$ cat src/rtl/cpu_run_ctrl_if.sv
// Signal bundle of cpu_run_ctrl: run control, register-write snoop and trace read port.
// master = host/bench side, slave = the run controller.
interface cpu_run_ctrl_if #(
   parameter int DATA_W      = 32,
   parameter int ADDR_W      = 5,
   parameter int CNT_W       = 16,
   parameter int TRACE_DEPTH = 8
);
   localparam int TC_W = $clog2(TRACE_DEPTH) + 1;

   logic              start;
   logic              stop;
   logic [CNT_W-1:0]  max_cycles;
   logic              cpu_rst;
   logic              busy;
   logic              done;
   logic [CNT_W-1:0]  cycle_cnt;
   logic              rf_we;
   logic [ADDR_W-1:0] rf_waddr;
   logic [DATA_W-1:0] rf_wdata;
   logic              tr_rd;
   logic [DATA_W-1:0] tr_data;
   logic [CNT_W-1:0]  tr_cycle;
   logic [ADDR_W-1:0] tr_addr;
   logic              tr_empty;
   logic              tr_full;
   logic [TC_W-1:0]   tr_count;
   logic              tr_ovf;

   modport master (
      output start, stop, max_cycles, rf_we, rf_waddr, rf_wdata, tr_rd,
      input  cpu_rst, busy, done, cycle_cnt,
      input  tr_data, tr_cycle, tr_addr, tr_empty, tr_full, tr_count, tr_ovf
   );

   modport slave (
      input  start, stop, max_cycles, rf_we, rf_waddr, rf_wdata, tr_rd,
      output cpu_rst, busy, done, cycle_cnt,
      output tr_data, tr_cycle, tr_addr, tr_empty, tr_full, tr_count, tr_ovf
   );
endinterface

$ cat src/rtl/cpu_run_ctrl.sv
// Run controller for the single-cycle cpu: reset sequencing, bounded run, register-write trace FIFO.
// Optional macro CPU_RUN_CTRL_TRACE_ALL_EN: trace every non-zero register write instead of WATCH_REG only.
module cpu_run_ctrl #(
   parameter int DATA_W      = 32,
   parameter int ADDR_W      = 5,
   parameter int CNT_W       = 16,
   parameter int RST_CYCLES  = 2,
   parameter int TRACE_DEPTH = 8,
   parameter int WATCH_REG   = 1
) (
   input logic           clk,
   input logic           reset,
   cpu_run_ctrl_if.slave bus
);
   localparam int PTR_W = $clog2(TRACE_DEPTH);
   localparam int RC_W  = $clog2(RST_CYCLES + 1);

   typedef enum logic [1:0] {S_IDLE, S_RESET, S_RUN, S_DONE} state_t;

   state_t            state_q, state_d;
   logic [CNT_W-1:0]  limit_q, limit_d;
   logic [CNT_W-1:0]  cyc_q, cyc_d;
   logic [RC_W-1:0]   rc_q, rc_d;
   logic [PTR_W-1:0]  wr_q, wr_d;
   logic [PTR_W-1:0]  rd_q, rd_d;
   logic [PTR_W:0]    cnt_q, cnt_d;
   logic              ovf_q, ovf_d;

   logic [DATA_W-1:0] mem_data [TRACE_DEPTH];
   logic [CNT_W-1:0]  mem_cyc  [TRACE_DEPTH];
`ifdef CPU_RUN_CTRL_TRACE_ALL_EN
   logic [ADDR_W-1:0] mem_addr [TRACE_DEPTH];
`endif

   logic start_acc, lim_hit, cap, pop, wr_en, empty, full;

   function automatic logic [CNT_W-1:0] sat_inc(input logic [CNT_W-1:0] v);
      return (&v) ? v : v + CNT_W'(1);
   endfunction

   assign start_acc = bus.start && ((state_q == S_IDLE) || (state_q == S_DONE));
   // Compare one bit wider so limit = all-ones still terminates.
   assign lim_hit   = (limit_q != '0) &&
                      (({1'b0, cyc_q} + (CNT_W+1)'(1)) == {1'b0, limit_q});

`ifdef CPU_RUN_CTRL_TRACE_ALL_EN
   assign cap = (state_q == S_RUN) && bus.rf_we && (bus.rf_waddr != '0);
`else
   assign cap = (state_q == S_RUN) && bus.rf_we && (bus.rf_waddr == ADDR_W'(WATCH_REG));
`endif

   assign empty = (cnt_q == '0);
   assign full  = (cnt_q == (PTR_W+1)'(TRACE_DEPTH));
   assign pop   = bus.tr_rd && !empty;
   assign wr_en = cap && (!full || pop);

   always_ff @(posedge clk or negedge reset) begin
      if (!reset) state_q <= S_IDLE;
      else        state_q <= state_d;
   end

   always_comb begin
      state_d = state_q;
      case (state_q)
         S_IDLE,
         S_DONE:  if (bus.start) state_d = S_RESET;
         S_RESET: if (rc_q == RC_W'(1)) state_d = S_RUN;
         S_RUN:   if (bus.stop || lim_hit) state_d = S_DONE;
         default: state_d = S_IDLE;
      endcase
   end

   always_comb begin
      bus.cpu_rst = 1'b1;
      bus.busy    = 1'b0;
      bus.done    = 1'b0;
      case (state_q)
         S_RESET: bus.busy = 1'b1;
         S_RUN: begin
            bus.cpu_rst = 1'b0;
            bus.busy    = 1'b1;
         end
         S_DONE:  bus.done = 1'b1;
         default: ;
      endcase
   end

   always_comb begin
      limit_d = limit_q;
      cyc_d   = cyc_q;
      rc_d    = rc_q;
      if (start_acc) begin
         limit_d = bus.max_cycles;
         cyc_d   = '0;
         rc_d    = RC_W'(RST_CYCLES);
      end else if (state_q == S_RESET) begin
         rc_d = rc_q - RC_W'(1);
      end else if (state_q == S_RUN) begin
         cyc_d = sat_inc(cyc_q);
      end
   end

   always_ff @(posedge clk or negedge reset) begin
      if (!reset) begin
         limit_q <= '0;
         cyc_q   <= '0;
         rc_q    <= '0;
      end else begin
         limit_q <= limit_d;
         cyc_q   <= cyc_d;
         rc_q    <= rc_d;
      end
   end

   // A push into a full FIFO survives only when a pop frees the slot in the same cycle.
   always_comb begin
      wr_d  = wr_q;
      rd_d  = rd_q;
      cnt_d = cnt_q;
      ovf_d = ovf_q;
      if (start_acc) begin
         wr_d  = '0;
         rd_d  = '0;
         cnt_d = '0;
         ovf_d = 1'b0;
      end else begin
         if (cap && !wr_en) ovf_d = 1'b1;
         if (wr_en) wr_d = wr_q + PTR_W'(1);
         if (pop)   rd_d = rd_q + PTR_W'(1);
         if (wr_en && !pop)      cnt_d = cnt_q + (PTR_W+1)'(1);
         else if (pop && !wr_en) cnt_d = cnt_q - (PTR_W+1)'(1);
      end
   end

   always_ff @(posedge clk or negedge reset) begin
      if (!reset) begin
         wr_q  <= '0;
         rd_q  <= '0;
         cnt_q <= '0;
         ovf_q <= 1'b0;
      end else begin
         wr_q  <= wr_d;
         rd_q  <= rd_d;
         cnt_q <= cnt_d;
         ovf_q <= ovf_d;
      end
   end

   always_ff @(posedge clk) begin
      if (wr_en) begin
         mem_data[wr_q] <= bus.rf_wdata;
         mem_cyc[wr_q]  <= cyc_q;
`ifdef CPU_RUN_CTRL_TRACE_ALL_EN
         mem_addr[wr_q] <= bus.rf_waddr;
`endif
      end
   end

   assign bus.tr_data  = empty ? '0 : mem_data[rd_q];
   assign bus.tr_cycle = empty ? '0 : mem_cyc[rd_q];
`ifdef CPU_RUN_CTRL_TRACE_ALL_EN
   assign bus.tr_addr  = empty ? '0 : mem_addr[rd_q];
`else
   assign bus.tr_addr  = empty ? '0 : ADDR_W'(WATCH_REG);
`endif
   assign bus.tr_empty  = empty;
   assign bus.tr_full   = full;
   assign bus.tr_count  = cnt_q;
   assign bus.tr_ovf    = ovf_q;
   assign bus.cycle_cnt = cyc_q;
endmodule

$ cat src/flat_wrapper.sv
// flat-port wrapper written by rule: the top's interface ports become plain ports
module cpu_run_ctrl_flat 
#(
   parameter int DATA_W      = 32,
   parameter int ADDR_W      = 5,
   parameter int CNT_W       = 16,
   parameter int RST_CYCLES  = 2,
   parameter int TRACE_DEPTH = 8,
   parameter int WATCH_REG   = 1
)
  (clk, reset, bus_start, bus_stop, bus_max_cycles, bus_rf_we, bus_rf_waddr, bus_rf_wdata, bus_tr_rd, bus_cpu_rst, bus_busy, bus_done, bus_cycle_cnt, bus_tr_data, bus_tr_cycle, bus_tr_addr, bus_tr_empty, bus_tr_full, bus_tr_count, bus_tr_ovf);
  cpu_run_ctrl_if #(.DATA_W(DATA_W), .ADDR_W(ADDR_W), .CNT_W(CNT_W), .TRACE_DEPTH(TRACE_DEPTH)) bus_i ();
  input logic clk;
  input logic reset;
  input wire logic [$bits(bus_i.start)-1:0] bus_start;
  input wire logic [$bits(bus_i.stop)-1:0] bus_stop;
  input wire logic [$bits(bus_i.max_cycles)-1:0] bus_max_cycles;
  input wire logic [$bits(bus_i.rf_we)-1:0] bus_rf_we;
  input wire logic [$bits(bus_i.rf_waddr)-1:0] bus_rf_waddr;
  input wire logic [$bits(bus_i.rf_wdata)-1:0] bus_rf_wdata;
  input wire logic [$bits(bus_i.tr_rd)-1:0] bus_tr_rd;
  output wire logic [$bits(bus_i.cpu_rst)-1:0] bus_cpu_rst;
  output wire logic [$bits(bus_i.busy)-1:0] bus_busy;
  output wire logic [$bits(bus_i.done)-1:0] bus_done;
  output wire logic [$bits(bus_i.cycle_cnt)-1:0] bus_cycle_cnt;
  output wire logic [$bits(bus_i.tr_data)-1:0] bus_tr_data;
  output wire logic [$bits(bus_i.tr_cycle)-1:0] bus_tr_cycle;
  output wire logic [$bits(bus_i.tr_addr)-1:0] bus_tr_addr;
  output wire logic [$bits(bus_i.tr_empty)-1:0] bus_tr_empty;
  output wire logic [$bits(bus_i.tr_full)-1:0] bus_tr_full;
  output wire logic [$bits(bus_i.tr_count)-1:0] bus_tr_count;
  output wire logic [$bits(bus_i.tr_ovf)-1:0] bus_tr_ovf;
  assign bus_i.start = bus_start;
  assign bus_i.stop = bus_stop;
  assign bus_i.max_cycles = bus_max_cycles;
  assign bus_i.rf_we = bus_rf_we;
  assign bus_i.rf_waddr = bus_rf_waddr;
  assign bus_i.rf_wdata = bus_rf_wdata;
  assign bus_i.tr_rd = bus_tr_rd;
  assign bus_cpu_rst = bus_i.cpu_rst;
  assign bus_busy = bus_i.busy;
  assign bus_done = bus_i.done;
  assign bus_cycle_cnt = bus_i.cycle_cnt;
  assign bus_tr_data = bus_i.tr_data;
  assign bus_tr_cycle = bus_i.tr_cycle;
  assign bus_tr_addr = bus_i.tr_addr;
  assign bus_tr_empty = bus_i.tr_empty;
  assign bus_tr_full = bus_i.tr_full;
  assign bus_tr_count = bus_i.tr_count;
  assign bus_tr_ovf = bus_i.tr_ovf;
  cpu_run_ctrl #(.DATA_W(DATA_W), .ADDR_W(ADDR_W), .CNT_W(CNT_W), .RST_CYCLES(RST_CYCLES), .TRACE_DEPTH(TRACE_DEPTH), .WATCH_REG(WATCH_REG)) u_core (.clk(clk), .reset(reset), .bus(bus_i));
endmodule
$ cat config.mk
export PLATFORM = sky130hd
export DESIGN_NAME = cpu_run_ctrl_flat
export DESIGN_NICKNAME = d
export VERILOG_FILES = /design/src/rtl/cpu_run_ctrl_if.sv /design/src/rtl/cpu_run_ctrl.sv /design/src/flat_wrapper.sv
export SDC_FILE = /design/constraint.sdc
export NUM_CORES = 1
export LEC_CHECK = 0
export BUFFER_PORTS_ARGS = -buffer_cell sky130_fd_sc_hd__buf_2
export CORE_ASPECT_RATIO = 0.6
export CORE_MARGIN = 1.5
export CORE_UTILIZATION = 56
export CTS_BUF_LIST = sky130_fd_sc_hd__clkbuf_4
export DETAILED_ROUTE_END_ITERATION = 8
export HOLD_SLACK_MARGIN = 0.06
export PLACE_DENSITY = 0.78
export SLEW_MARGIN = 20
export SYNTH_ARGS = -nofsm -noshare
export SYNTH_HDL_FRONTEND = slang
export SYNTH_SLANG_ARGS = --single-unit
$ cat constraint.sdc
create_clock -name clk -period 4.9 [get_ports clk]
set_input_delay 0.245 -clock clk [delete_from_list [all_inputs] [get_ports clk]]
set_output_delay 0.245 -clock clk [all_outputs]
set_load 0.02 [all_outputs]
# Word level (Yosys, flattened, before mapping)
# Memory sizes are Yosys's and may differ from the RTL's.
# Cells that the tools add are included.
[word_totals]
word_cells = 86
reg_bits = 47
memories = 2
mem_bits_rw = 384
[classes]
n_mux = 27
n_reduce_logical = 30
n_eq_ne = 12
n_addsub = 7
[mem_list]
columns = ["memory", "words", "word_bits", "read_ports", "rd_clocked_by_memory_dff", "wr", "line", "source"]
rows = [
  ["u_core.mem_data", 8, 32, 1, 0, 1, "cpu_run_ctrl.sv:29", "logic [DATA_W-1:0] mem_data [TRACE_DEPTH];"],
  ["u_core.mem_cyc", 8, 16, 1, 0, 1, "cpu_run_ctrl.sv:30", "logic [CNT_W-1:0] mem_cyc [TRACE_DEPTH];"],
]
[op_table]
columns = ["cell", "count"]
rows = [
  ["$mux W16", 5],
  ["$mux W32", 1],
  ["$add A16 B1 Y17 const B", 1],
  ["$eq A17 B16 Y1", 1],
  ["$add A16 B1 Y16 const B", 1],
  ["$reduce_and A16 Y1", 1],
  ["$reduce_bool A16 Y1", 1],
  ["$mux W3", 4],
  ["$mux W4", 3],
  ["$mux W2", 5],
  ["$reduce_bool A2 Y1", 5],
  ["$logic_and A1 B1 Y1", 9],
  ["$mux W1", 8],
  ["$ne A2 B1 Y1 const B", 4],
  ["$add A3 B1 Y3 const B", 2],
  ["$pmux W2 S3", 1],
  ["$reduce_and A3 Y1", 2],
  ["$eq A5 B1 Y1 const B", 1],
  ["$add A4 B1 Y4 const B", 1],
  ["$eq A2 B1 Y1 const B", 2],
  ["$eq A2 B2 Y1 const B", 2],
  ["$eq A4 B4 Y1 const B", 1],
  ["$logic_not A1 Y1", 4],
  ["$logic_not A4 Y1", 1],
  ["7 further kinds", 10],
]

# Logic depth before layout (Yosys ltp)
# Gate-level depths: netlist of the first run.
[logic_depth]
ltp_word = 10
ltp_mapped = 15
ltp_nobuf = 14

# Worst setup path after synthesis of the first run
# No wires, ideal clock.
[synth_path]
path_type = "register to register"
start = "register u_core.state_q[0]"
end = "memory u_core.mem_cyc[0][0] (enable)"
path_stages_with_launch = 10
arrival_ns = 4.825
path_slack_ns = -0.438
path_buffers = 1
synth_period_minus_slack_ns = 5.338
path_cell_list = "dfrtp_1 > inv_1 > ha_1 > inv_1 > nor4_1 > nand4b_1 > nor2b_1 > clkbuf_1 > nand2b_1 > nor3_1"
[synth_between]
elab_chain_len = 6
[synth_rtl]
columns = ["item", "line", "source"]
rows = [
  ["start: declaration", "cpu_run_ctrl.sv:20", "state_t state_q, state_d;"],
  ["start signal: assignment", "cpu_run_ctrl.sv:59", "else state_q <= state_d;"],
  ["$eq A2 B2 Y1", "cpu_run_ctrl.sv:49", "assign cap = (state_q == S_RUN) && bus.rf_we && (bus.rf_waddr == ADDR_W'(WATCH_REG));"],
  ["$logic_and A1 B1 Y1 (2 in a row)", "cpu_run_ctrl.sv:49", ""],
  ["$logic_and A1 B1 Y1", "cpu_run_ctrl.sv:55", "assign wr_en = cap && (!full || pop);"],
  ["$mux W1", "cpu_run_ctrl.sv:150", "if (wr_en) begin"],
  ["$mux W1 (not written as such)", "cpu_run_ctrl.sv:152", "mem_cyc[wr_q] <= cyc_q;"],
  ["end: declaration", "cpu_run_ctrl.sv:30", ""],
]
# No other way between the ends.

# Worst setup path in the final report of the first run
[layout_path]
start = "register u_core.state_q[0]"
end = "memory u_core.mem_data[5][8] (enable)"
[layout_between]
elab_chain_len = 6
[layout_rtl]
columns = ["item", "line", "source"]
rows = [
  ["$eq A2 B2 Y1", "cpu_run_ctrl.sv:49", ""],
  ["$logic_and A1 B1 Y1 (2 in a row)", "cpu_run_ctrl.sv:49", ""],
  ["$logic_and A1 B1 Y1", "cpu_run_ctrl.sv:55", ""],
  ["$mux W1", "cpu_run_ctrl.sv:150", ""],
  ["$mux W1 (not written as such)", "cpu_run_ctrl.sv:151", "mem_data[wr_q] <= bus.rf_wdata;"],
  ["end: declaration", "cpu_run_ctrl.sv:29", ""],
]
# No other way between the ends.

==> impl_summary.md, run 1 <==
STA
The final number of max-transition violations came to 0. The headroom to the max-slew limit is ~26%. Setup repair after global routing left no endpoint under its margin. The worst path uses around four fifths of the clock period.

Across the routed clock network, the largest skew measured is around 0.044 ns. The total setup violations reported at the end of the flow is 0. After routing, the total negative slack on setup checks comes to 0 ns. The worst-case setup margin in the final layout is between 0.8 and 0.9 ns. The time the final worst path needs with I/O delays and setup is about 4.0 ns. The hold violation count in the final report is 0. Timing would allow up to about 0.25 GHz. The transition at the pin with the smallest max-transition slack is around 1.1 ns.

Yosys
In the synthesized netlist the dominant register cell turns out to be edfxtp_1. The synthesized netlist contains a little over 60 unique library cells. The most common cell in the synthesized netlist is edfxtp_1. The number of flops mapped to enable cells by yosys is approximately 380. Counting flops with an async set or reset pin after synthesis yields a share of 10.9%. The library cell occupying the most area in the post-synthesis netlist is edfxtp_1. The synthesized design contains between 400 and 500 register bits. After synthesis, flip-flops and latches occupy 72.8% of the total area. In the synthesized netlist, the cells that appear most often are 384 x edfxtp_1, 96 x mux4_2, 77 x nor2_1.

The summed instance area of the synthesized netlist is approximately 17000 um2. The Yosys step of the flow raised 0 warnings. The post-synthesis average cell area is between 15 and 20 um2. Sorting the synthesized cells by area gives the leading types as edfxtp_1 66%, mux4_2 12%, dfrtp_1 6.7%. The area fraction of the dominant cell type after synthesis is approximately two thirds. Synthesis produced between 900 and 1000 cells.

Clock tree
Clock-pin slew was measured on the worst setup and hold paths at approximately 0.080 ns. The clock passes through at most 3 buffers. Clock tree synthesis selected as its root buffer the cell clkbuf_4. The clock tree from TritonCTS is yes.

Clock tree synthesis found a total of approximately 430 sinks. The clock insertion delay at the later pin of the skew report is 0.77 ns. The H-tree level count is 3. The number of resized instances in the post-cts repair step is 0. In this run, CTS created clock tree buffers numbering 94.

Placement
In this run the tool buffered the top-level ports with between 100 and 150 buffer cells. Detailed placement ended at an HPWL of 19500 um. The worst setup timing slack at the placement stage is between 1 and 1.5 ns.

Routability-driven placement finished with a final weighted congestion of between 0.8 and 0.9. After detailed placement, the total cell area comes to 18600 um2.

Detailed routing
The count of TritonRoute iterations in the first routing pass is 5. In this run the remaining antenna-violating nets after routing total 0. The post-detailed-routing wire length is ~36000 um. The average routed wire per standard cell is between 20 and 25 um. The routed layout has between 9000 and 10000 vias. The DRC violation count after routing is 0.

Dividing the detail-routed via count by the number of cells gives roughly 5.8. After the first detailed-routing iteration, the DRC count stood at 1112.

Power
The worst supply voltage drop on vdd is around 0.00027 V. The total leakage power is 7.17 nW. In this run the power density over the cells is a little over 500 nW/um2.

Setup path
The worst path required time is 5.29 ns. STA classifies the critical path startpoint as a register. The signal on the critical path passes through inv_1 > ha_1 > inv_1 > nor4_1 > nand4b_1 > dlygate4sd3_1 > nor2b_1 > nand2_1 > nor2_4 > buf_4. Among the stages of the critical path, the cell type that occurs most often is inv_1. The worst setup path is captured at a register. The path type of the worst setup path is reg2reg.

Along the worst path, the maximum fanout reaches 34. Data on the critical path arrives at its endpoint at around 4.4 ns. The largest single stage delay on the critical path is approximately 0.6 ns. The slowest stage of the critical path belongs to the cell buf_4.

GRT
The largest net degree at the start of global routing is 75. The number of antenna violations at the first check in global routing came to 2. The global route total overflow is 0. In the global route stage, overall resource usage came out at roughly 23%. The first global-routing pass estimated between 50000 and 60000 um of wire. The via count of the first global-routing pass is approximately 9700.

Die
From bottom edge to top edge, the die measures 140 um. For this configuration, the core starts out at a cell density of 57.6%. The total area inside the core boundary comes to 30300 um2.

The I/O pin count is approximately 140. The die span in x is between 200 and 250 um. The number of placement rows is just under 50. The die covers between 30000 and 40000 um2.

Cells and area
The area added between synthesis and finish is 16.9%. After the last flow step, the layout net total stands at ~1300. The share of post-route cells with drive strength above 1 is roughly a third.

The final design instance area without fill is roughly 20000 um2.

Job
The number of max-cap violations is 0.

Run status
The run finished with clean final reports.

Worst hold path
The class of the worst hold path is in2reg.
-- worst paths after layout --
check                           slack [ns]  depth (start not counted)                              endpoint                           start
worst max-delay path                  0.89                         10       u_core.mem_data[5][8]$_DFFE_PP_   u_core.state_q[0]$_DFFE_PN0P_
max in group asynchronous             3.76                          4            u_core.rd_q[2]$_DFFE_PN0P_                           reset
min in group asynchronous             0.63                          4  u_core.bus.cycle_cnt[12]$_DFFE_PN0P_                           reset
worst min register to register        0.53                          2        u_core.limit_q[15]$_DFFE_PN0P_  u_core.limit_q[15]$_DFFE_PN0P_
worst min-delay path                  0.18                          4         u_core.limit_q[7]$_DFFE_PN0P_               bus_max_cycles[7]
worst max register to register        0.89                         10       u_core.mem_data[5][8]$_DFFE_PP_   u_core.state_q[0]$_DFFE_PN0P_
-- worst max-delay path, delay by kind of cell, from the launching register on --
kind / cells / cell delay, ns
and+or+nand+nor: 5 / 1.61
buffers and inverters: 4 / 1.40
DFF: 1 / 0.42
adders and majority gates: 1 / 0.16
-- cell usage in the layout (no fill, tap or decap), types with 3 or more instances in the layout --
cell type and count:
ha_1 11, xnor2_1 21, mux4_2 96, o21ai_0 22, clkinv_1 12, nor4_1 5
nor2_1 71, nand3_1 8, a21oi_1 13, inv_1 12, a31oi_1 3, buf_2 133
conb_1 4, o31ai_1 9, nor2_4 6, a41oi_1 3, nand2b_1 5, clkbuf_4 145
nand2_1 70, dfrtp_4 3, edfxtp_1 384, nand4_1 4, dlygate4sd3_1 55, mux2i_1 51
dfrtp_1 44, buf_4 14, xor2_1 8, bufinv_16 4
-- flip-flops by register name (all words and copies together), names as in the netlist --
signal	flops
u_core.wr_q	3
u_core.mem_cyc	128
u_core.limit_q	16
u_core.rc_q	2
u_core.bus.cycle_cnt	16
u_core.rd_q	3
u_core.bus.tr_count	4
u_core.bus.tr_ovf	1
u_core.mem_data	256
u_core.state_q	2
-- stage by stage --
stage | cells | power (W) | hold WS, ns | util [%]
after CTS | 1674 | 0.0105 | 0.0918 | 67.3
after global routing | 1676 | 0.0110 | 0.147 | 67.4
after floorplan | 952 | 0.00668 | -0.0506 | -
final | 1676 | 0.0104 | 0.185 | 67.4
after global placement | 1454 | 0.00754 | 0.383 | 61.3
after detailed placement | 1454 | 0.00759 | 0.387 | 61.3
-- logic make-up (layout without fill, tap and decap cells) --
group                    count (synthesis)  in the layout  share of synthesized area (%)
multiplexers                           147            147                           15.3
AND/OR/NAND/NOR                        197            197                           5.15
adder cells (fa/ha/maj)                 12             12                          0.903
buffers and inverters                   67            381                           1.86
flip-flops                             431            431                           72.8
other                                    1              6                         0.0215
AO/OA/AOI/OAI                           65             65                           2.48
XOR/XNOR                                29             29                           1.46
-- metal layers --
metal | vias to the layer above | GRT usage [%] | wire, um
li1 | 4283 | - | -
met1 | 4934 | 34.3 | 16200
met2 | 407 | 33.3 | 16200
met3 | 53 | 5.96 | 2600
met4 | 0 | 6.74 | 582
met5 | - | 0 | 0
-- where the power goes --
| group | switching [W] | internal, W | leakage [nW] |
|---|---|---|---|
| Combinational | 0.00166 | 0.00132 | 2.28 |
| Clock | 0.00134 | 0.00155 | 0.759 |
| Sequential | 0.000431 | 0.00413 | 4.13 |
| Total | 0.00342 | 0.00701 | 7.17 |
-- area by class of cell --
type,count,area [um2]
clock inverters,20,186
multi-input cells,454,4500
inverters,13,50.0
well taps,408,510
flip-flops and latches,431,12700
clock buffers,145,1090
fillers,2021,9890
repair buffers,203,1340
diodes,2,5.00
-- repair_timing --
action                                  4_1_cts  5_1_grt
endpoints found under the setup margin        0        0
buffers inserted                              0        0
hold buffers                                 55        0
hold endpoints to repair                    329        0
(Power assumes the default switching activity.)
==> run 2, diff against run 1 <==
- clock period: 4.9 -> 3.5 ns (I/O delays scaled with it)
==> run 2 against run 1 <==
Against the previous run: core utilization increased by 0.77 points; routed wire length increased by 1.3%; total power increased by 39%; critical path type is now reg2out; largest cell class unchanged; largest power group unchanged.
==> impl_summary.md, run 2 (synthesized netlist as in run 1, its figures left out) <==
Run status
The flow ran to the end, and the final reports show no timing, DRC or antenna violations.

Die
The core area is 30300 um2 (unchanged). The I/O pin count is 138 (unchanged). The number of placement rows is 49 (unchanged). The starting density of the core is 57.6% (unchanged). The overall die area is 32300 um2 (unchanged). The vertical extent of the die is 140 um (unchanged). The die span in x is 231 um (unchanged).

Cells and area
The share of post-route cells with drive strength above 1 is 33.3% (+0.16 points). The top cell types in the final layout, fill and taps aside, are 384 x edfxtp_1, 149 x clkbuf_4, 133 x buf_2, 96 x mux4_2, 71 x nor2_1. The number of nets in the finished design is 1287 (+1.5%). Relative to the synthesized area, the layout overhead comes to 18.2%. The final cell count without fillers is 1698 (+1.3%). The library cell used most frequently in the layout, excluding fill and tap cells, is edfxtp_1. The final design instance area without fill is 20600 um2 (+1.1%). The number of flip-flops under the largest register name is 256 (unchanged). The largest registers in the layout are u_core.mem_data (256), u_core.mem_cyc (128). u_core.mem_data holds more flip-flops than any other register. The fill cell instance count of the final layout is 2020 (-0.049%).

Clock tree
The number of buffers inserted by post-CTS setup repair is 0 (unchanged). The buffer cell driving the clock tree root is clkbuf_4. The maximum clock insertion buffer count is 3 (unchanged).

The number of resized instances in the post-cts repair step was 0 (unchanged). The H-tree level count came to 3 (unchanged). The clock insertion delay at the later pin of the skew report is 0.78 ns (about the same). The hold buffer count at cts came to 61 (+11%). The clock buffer count from CTS is 98 (+4.3%). TritonCTS built the clock tree. The total number of clock tree sinks is 431 (unchanged). The clock transition at the register clock pins on the worst setup and hold paths after CTS is 0.08 ns (about the same).

STA
The setup skew after layout was 0.0363 ns (-0.00726 ns). The hold violation count in the final report is 0 (unchanged). The portion of the clock cycle consumed by the worst path in the final layout is roughly 90%. The setup TNS after final layout was 0 ns (unchanged). The final number of max-transition violations is 0 (unchanged). Setup repair after global routing left no endpoint under its margin.

The minimum hold slack is 0.150 ns (-0.0343 ns). The total setup violations reported at the end of the flow was 0 (unchanged). The worst path needs between 3 and 4 ns of the cycle, external delays included. For this run, the top clock speed supported by timing is roughly 0.32 GHz. The transition at the pin with the smallest max-transition slack is 0.859 ns (-0.252 ns). The headroom to the max-slew limit is 42.7% (+17 points).

Setup path
The worst path required time is 3.32 ns (-1.97 ns). The first element of the critical path is u_core.rd_q[1]$_DFFE_PN0P_. By startpoint and endpoint, the worst setup path is classified as reg2out. The worst endpoint data arrival time came to 2.90 ns (-1.50 ns). The signal on the critical path passes through buf_4 > mux4_2 > mux2i_1 > nor2_1 > buf_2. The slowest stage of the critical path is the dfrtp_4 cell.

Among cell families on the critical path, the largest total delay comes from flip-flops. The reg-to-reg critical path startpoint is u_core.state_q[0]$_DFFE_PN0P_. STA classifies the critical path endpoint as an output pin. The peak per-stage delay on the critical path is 0.86 ns (+0.25 ns). The top fanout value on the critical path is 42 (+24%).

The buffer and inverter count on the worst path is 2 (-2). The startpoint kind of the worst setup timing path is a register.

Job
The number of max-cap violations is 0 (unchanged).

GRT
The number of antenna violations at the first check in global routing is 2 (unchanged). The via count of the first global-routing pass is 9925 (+2.6%). The global route total overflow was 0 (unchanged). The largest net degree at the start of global routing is 49 (-35%). The all-layer global routing usage was 23.3% (+0.47 points). The first-pass GRT wire length is 56500 um (+2.5%).

Detailed routing
The number of design-rule violations left by the first detailed-router iteration is 969 (-13%). The total number of vias is 9714 (+0.38%). The count of TritonRoute iterations in the first routing pass is 5 (unchanged). The detailed-route vias per instance came to 5.72 (-0.92%). The number of nets with antenna violations after detailed routing is 0 (unchanged). The DRC violation count after routing is 0 (unchanged). The average routed wire per standard cell is 21.3 um (about the same). The post-detailed-routing wire length was 36100 um (+1.3%).

Placement
The quantity of I/O buffers inserted on ports is 133 (unchanged). The total placed instance area is 18800 um2 (+1.2%). The placer's final routability congestion estimate is 0.858 (+2.5%). The detailed-placement wirelength estimate is 20700 um (+5.8%).

The number of instances in the placed design is 1463 (+0.62%).

Power
The power density over the cells was 703 nW/um2 (+38%). The overall power consumption is 0.0145 W (+39%). The total leakage power was 7.27 nW (+1.4%). The worst supply voltage drop on vdd is 0.000423 V (+57%).

Worst hold path
The startpoint identified for the worst hold timing path is bus_max_cycles[4]. The class of the worst hold path is in2reg.
-- run 2: changes by cell type in the layout (fill, tap and decap cells not counted), sizes merged --
| cell | change |
|---|---|
| buf | +9 |
| bufinv | -3 |
| clkbuf | +4 |
| clkinv | +6 |
| diode | +1 |
| dlygate4sd3 | +6 |
| inv | -1 |
-- run 2: final timing paths --
kind | endpoint | slack (ns) | cells past startpoint
worst min-delay path | u_core.limit_q[4]$_DFFE_PN0P_ | 0.15 | 4
worst min register to register | u_core.bus.tr_ovf$_DFFE_PN0P_ | 0.50 | 2
max in group asynchronous | u_core.limit_q[15]$_DFFE_PN0P_ | 1.45 | 4
worst max-delay path | bus_tr_data[5] | 0.42 | 5
min in group asynchronous | u_core.limit_q[4]$_DFFE_PN0P_ | 0.53 | 3
worst max register to register | u_core.bus.tr_count[3]$_DFFE_PN0P_ | 0.53 | 15
-- run 2: where the power goes --
part | total [W] | internal [W] | switching (W) | leakage, nW
clock network | 0.00387 | 0.00201 | 0.00187 | 0.740
logic | 0.00439 | 0.00190 | 0.00249 | 2.40
registers | 0.00625 | 0.00579 | 0.000453 | 4.13
total | 0.0145 | 0.00969 | 0.00481 | 7.27
-- run 2: stage by stage --
| step | utilization (%) | setup slack (ns) |
|---|---|---|
| 2_1_floorplan | - | -0.552 |
| 3_3_place_gp | 62.0 | 0.576 |
| 3_5_place_dp | 62.0 | 0.524 |
| 4_1_cts | 68.1 | 0.304 |
| 5_1_grt | 68.1 | 0.201 |
| 6_report | 68.1 | 0.422 |
-- run 2: worst min-delay path: cells and delay by family --
family / cells / cell delay, ns
buffers and inverters: 2 / 0.62
and+or+nand+nor: 2 / 0.10
-- run 2: layout make-up --
cell class | instances | area, um2 | area share (%)
multi-input cells | 454 | 4500 | 21.8
diodes | 3 | 7.51 | 0.0364
well taps | 408 | 510 | 2.47
clock inverters | 22 | 111 | 0.540
flip-flops and latches | 431 | 12700 | 61.6
inverters | 13 | 48.8 | 0.237
repair buffers | 218 | 1620 | 7.85
clock buffers | 149 | 1120 | 5.42
-- run 2: layer usage --
layer / GRT usage (%) / up-vias / part of all wire (%)
met1: 34.7 / 4876 / 45
met3: 6.33 / 45 / 8.1
li1: - / 4339 / -
met4: 6.67 / 0 / 1.3
met5: 0 / - / 0
met2: 34.1 / 454 / 46
==> run 3, diff against run 2 <==
- CORE_ASPECT_RATIO: 0.6 -> 1.2
==> run 3 against run 2 <==
Against the previous run: total power grew 0.48%; largest cell class unchanged; critical path type is now reg2reg; fmax decreased by 5.4%; global-route usage down 1.1 points; sequential power barely moved; critical endpoint is now u_core.bus.tr_count[3]$_DFFE_PN0P_; sequential share of layout area fell by 0.064 points; largest power group unchanged; die area barely moved; via count shrank 2.2%; cell count shrank 0.65%; routed wire length down 5.5%; combinational power down 2%; clock-buffer cell count is 6 lower.
==> impl_summary.md, run 3 (synthesized netlist as in run 1, its figures left out) <==
STA
The time the final worst path needs with I/O delays and setup is 3.25 ns (+0.175 ns). The portion of the clock cycle consumed by the worst path in the final layout came to 92.9% (+5.0 points). The headroom to the max-slew limit is 39.8% (-2.9 points). The highest clock frequency the design can meet came to 0.307 GHz (-5.4%). The hold violation count in the final report is 0 (unchanged).

The total setup violations reported at the end of the flow is 0 (unchanged). The worst-case setup margin in the final layout is 0.247 ns (-0.175 ns). Setup repair after global routing left no endpoint under its margin.

The setup skew after layout is 0.0414 ns (+0.00509 ns). The final number of max-transition violations came to 0 (unchanged). The transition at the pin with the smallest max-transition slack is 0.902 ns (+0.0434 ns).

Placement
The quantity of I/O buffers inserted on ports is 133 (unchanged). The worst setup timing slack at the placement stage is 0.547 ns (+0.0236 ns). The detailed-placement wirelength estimate is 19100 um (-7.4%). The placer's final routability congestion estimate is 0.873 (+1.8%). The total placed instance area is 18700 um2 (-0.31%).

Detailed routing
The number of nets with antenna violations after detailed routing is 0 (unchanged). The post-detailed-routing wire length is 34100 um (-5.5%). The DRC violation count after routing is 0 (unchanged). The total number of vias is 9501 (-2.2%).

The average routed wire per standard cell is 20.2 um (-4.9%). The count of TritonRoute iterations in the first routing pass is 7 (+2). The number of design-rule violations left by the first detailed-router iteration came to 532 (-45%). The detailed-route vias per instance was 5.63 (-1.6%).

GRT
The via count of the first global-routing pass came to 10200 (+2.6%). The number of antenna violations at the first check in global routing is 1 (-1). The first-pass GRT wire length was 53600 um (-5.1%). The met1 track demand over resource is 27.2% (-7.5 points).

The largest net degree at the start of global routing is 49 (unchanged). met2 is the most crowded layer. The met3 capacity usage during global routing was 4.55% (-1.8 points). The met2 track demand over resource is 38.8% (+4.6 points). The all-layer global routing usage was 22.2% (-1.1 points).

The global route total overflow is 0 (unchanged).

Cells and area
In the final layout, the registers with the most flip-flops are u_core.mem_data (256), u_core.mem_cyc (128). The top cell types in the final layout, fill and taps aside, are 384 x edfxtp_1, 143 x clkbuf_4, 132 x buf_2, 96 x mux4_2, 71 x nor2_1. The number of flip-flops under the largest register name is 256 (unchanged).

The share of post-route cells with drive strength above 1 is 33.6% (+0.39 points). The most common cell after layout, fill and taps aside is edfxtp_1. The number of nets in the finished design came to 1280 (-0.54%). Counting flops per register, the top entry is u_core.mem_data. The area added between synthesis and finish is 18.4%. The core occupancy in the finished layout is 67.6% (-0.55 points). The final design instance area without fill is 20700 um2 (+0.10%).

Setup path
The top fanout value on the critical path came to 4 (-90%). The path type of the worst setup path is reg2reg. The dominant delay contributor by cell family on the critical path is buffers and inverters. The endpoint of the most critical register-to-register path is u_core.bus.tr_count[3]$_DFFE_PN0P_. The logic depth of the worst register-to-register path was 15 (unchanged). The peak per-stage delay on the critical path came to 0.59 ns (-0.27 ns). The worst path required time is 4.16 ns (+0.84 ns).

The register-to-register setup slack is 0.25 ns (-0.28 ns). The endpoint of the most critical setup path is u_core.bus.tr_count[3]$_DFFE_PN0P_. The startpoint identified for the worst register-to-register timing path is u_core.state_q[0]$_DFFE_PN0P_. The startpoint kind of the worst setup timing path is a register. The worst endpoint data arrival time came to 3.91 ns (+1.01 ns). The most numerous cell type found on the critical path is inv_1. The first element of the critical path is u_core.state_q[0]$_DFFE_PN0P_. STA classifies the critical path endpoint as a register.

The instance count on the critical path is 15 (+10). On the critical path, the stage with the largest delay is an instance of dlygate4sd3_1. The signal on the critical path passes through inv_1 > ha_1 > inv_1 > nor4_2 > nand4b_1 > dlygate4sd3_1 > nor2b_2 > ha_4 > inv_1 > ha_1 > a21o_1 > a21oi_1 > xnor2_1 > or3_1 > a21oi_1. The buffer and inverter count on the worst path is 4 (+2).

Die
The die span in x is 164 um (-29%). The starting density of the core came to 57.1% (-0.53 points). The core area is 30600 um2 (+0.93%).

The overall die area came to 32200 um2 (about the same). The vertical extent of the die came to 196 um (+41%). The number of placement rows was 70 (+43%).

The I/O pin count came to 138 (unchanged).

Clock tree
The clock buffer count from CTS came to 99 (+1.0%). The maximum clock insertion buffer count is 3 (unchanged). The buffer cell driving the clock tree root is clkbuf_4. The clock insertion delay at the later pin of the skew report is 0.74 ns (-0.04 ns). The total number of clock tree sinks came to 431 (unchanged). The clock transition at the register clock pins on the worst setup and hold paths after CTS was 0.07 ns (about the same).

The clock tree from TritonCTS is yes. The H-tree level count is 3 (unchanged).

Job
The number of max-cap violations is 0 (unchanged).

Power
The power density over the cells was 706 nW/um2 (+0.38%). The worst supply voltage drop on vdd is 0.000551 V (+30%). The total leakage power is 7.28 nW (+0.18%).

Run status
The run finished with clean final reports.

Worst hold path
The class of the worst hold path is in2reg.
==> run 3: changes by cell type in the layout (fill, tap and decap cells not counted), sizes merged <==
cell	delta
diode	-2
clkinv	+12
inv	+2
dlygate4sd3	-6
buf	-2
clkbuf	-6
bufinv	+3
==> run 3: power by group <==
group	leakage, nW	switching, W	internal [W]	total [W]
clock network	0.796	0.00184	0.00219	0.00403
registers	4.13	0.000460	0.00579	0.00625
logic	2.35	0.00238	0.00192	0.00430
==> run 3: final cells by class <==
type | count | area [um2]
Tap cell | 396 | 495
Sequential cell | 431 | 12700
Timing Repair Buffer | 210 | 1530
Inverter | 13 | 48.8
Multi-Input combinational cell | 454 | 4520
Clock inverter | 39 | 262
Clock buffer | 143 | 1070
Fill cell | 1971 | 9910
Antenna cell | 1 | 2.50
==> run 3: per-stage QoR <==
| stage | hold WS [ns] | power [W] | TNS (ns) | cells |
|---|---|---|---|---|
| global route | 0.155 | 0.0154 | 0 | 1687 |
| CTS | 0.122 | 0.0147 | 0 | 1683 |
| detailed placement | 0.368 | 0.0106 | 0 | 1447 |
| floorplan | -0.121 | 0.00935 | -166.63 | 952 |
| global placement | 0.365 | 0.0106 | 0 | 1447 |
| finish | 0.164 | 0.0146 | 0 | 1687 |
==> run 3: worst min path at each step <==
| stage | start | endpoint | slack [ns] | depth (start not counted) |
|---|---|---|---|---|
| floorplan | reset | u_core.bus.cycle_cnt[0]$_DFFE_PN0P_ | -0.12 | 0 |
| global placement | bus_max_cycles[15] | u_core.limit_q[15]$_DFFE_PN0P_ | 0.36 | 3 |
| detailed placement | bus_max_cycles[9] | u_core.limit_q[9]$_DFFE_PN0P_ | 0.37 | 3 |
| CTS | bus_max_cycles[6] | u_core.limit_q[6]$_DFFE_PN0P_ | 0.12 | 4 |
| global route | bus_max_cycles[14] | u_core.limit_q[14]$_DFFE_PN0P_ | 0.16 | 4 |
| finish | bus_max_cycles[6] | u_core.limit_q[6]$_DFFE_PN0P_ | 0.16 | 4 |
==> run 3: tightest hold or removal path, cell delays in order <==
cell and delay, ns:
dlygate4sd3_1 0.52, buf_2 0.09, nand2_1 0.04, nand2_1 0.05
==> run 3: per-layer routing <==
layer | vias up | wire [um]
met1 | 4772 | 13200
li1 | 4343 | -
met2 | 337 | 18300
met3 | 49 | 2040
met4 | 0 | 588
met5 | - | 0
==> run 3: timing repair <==
item	CTS	global route
endpoints found under the setup margin	0	1
setup buffers	0	2
gates resized for setup	0	4
hold endpoints to repair	326	47
hold buffers	54	1
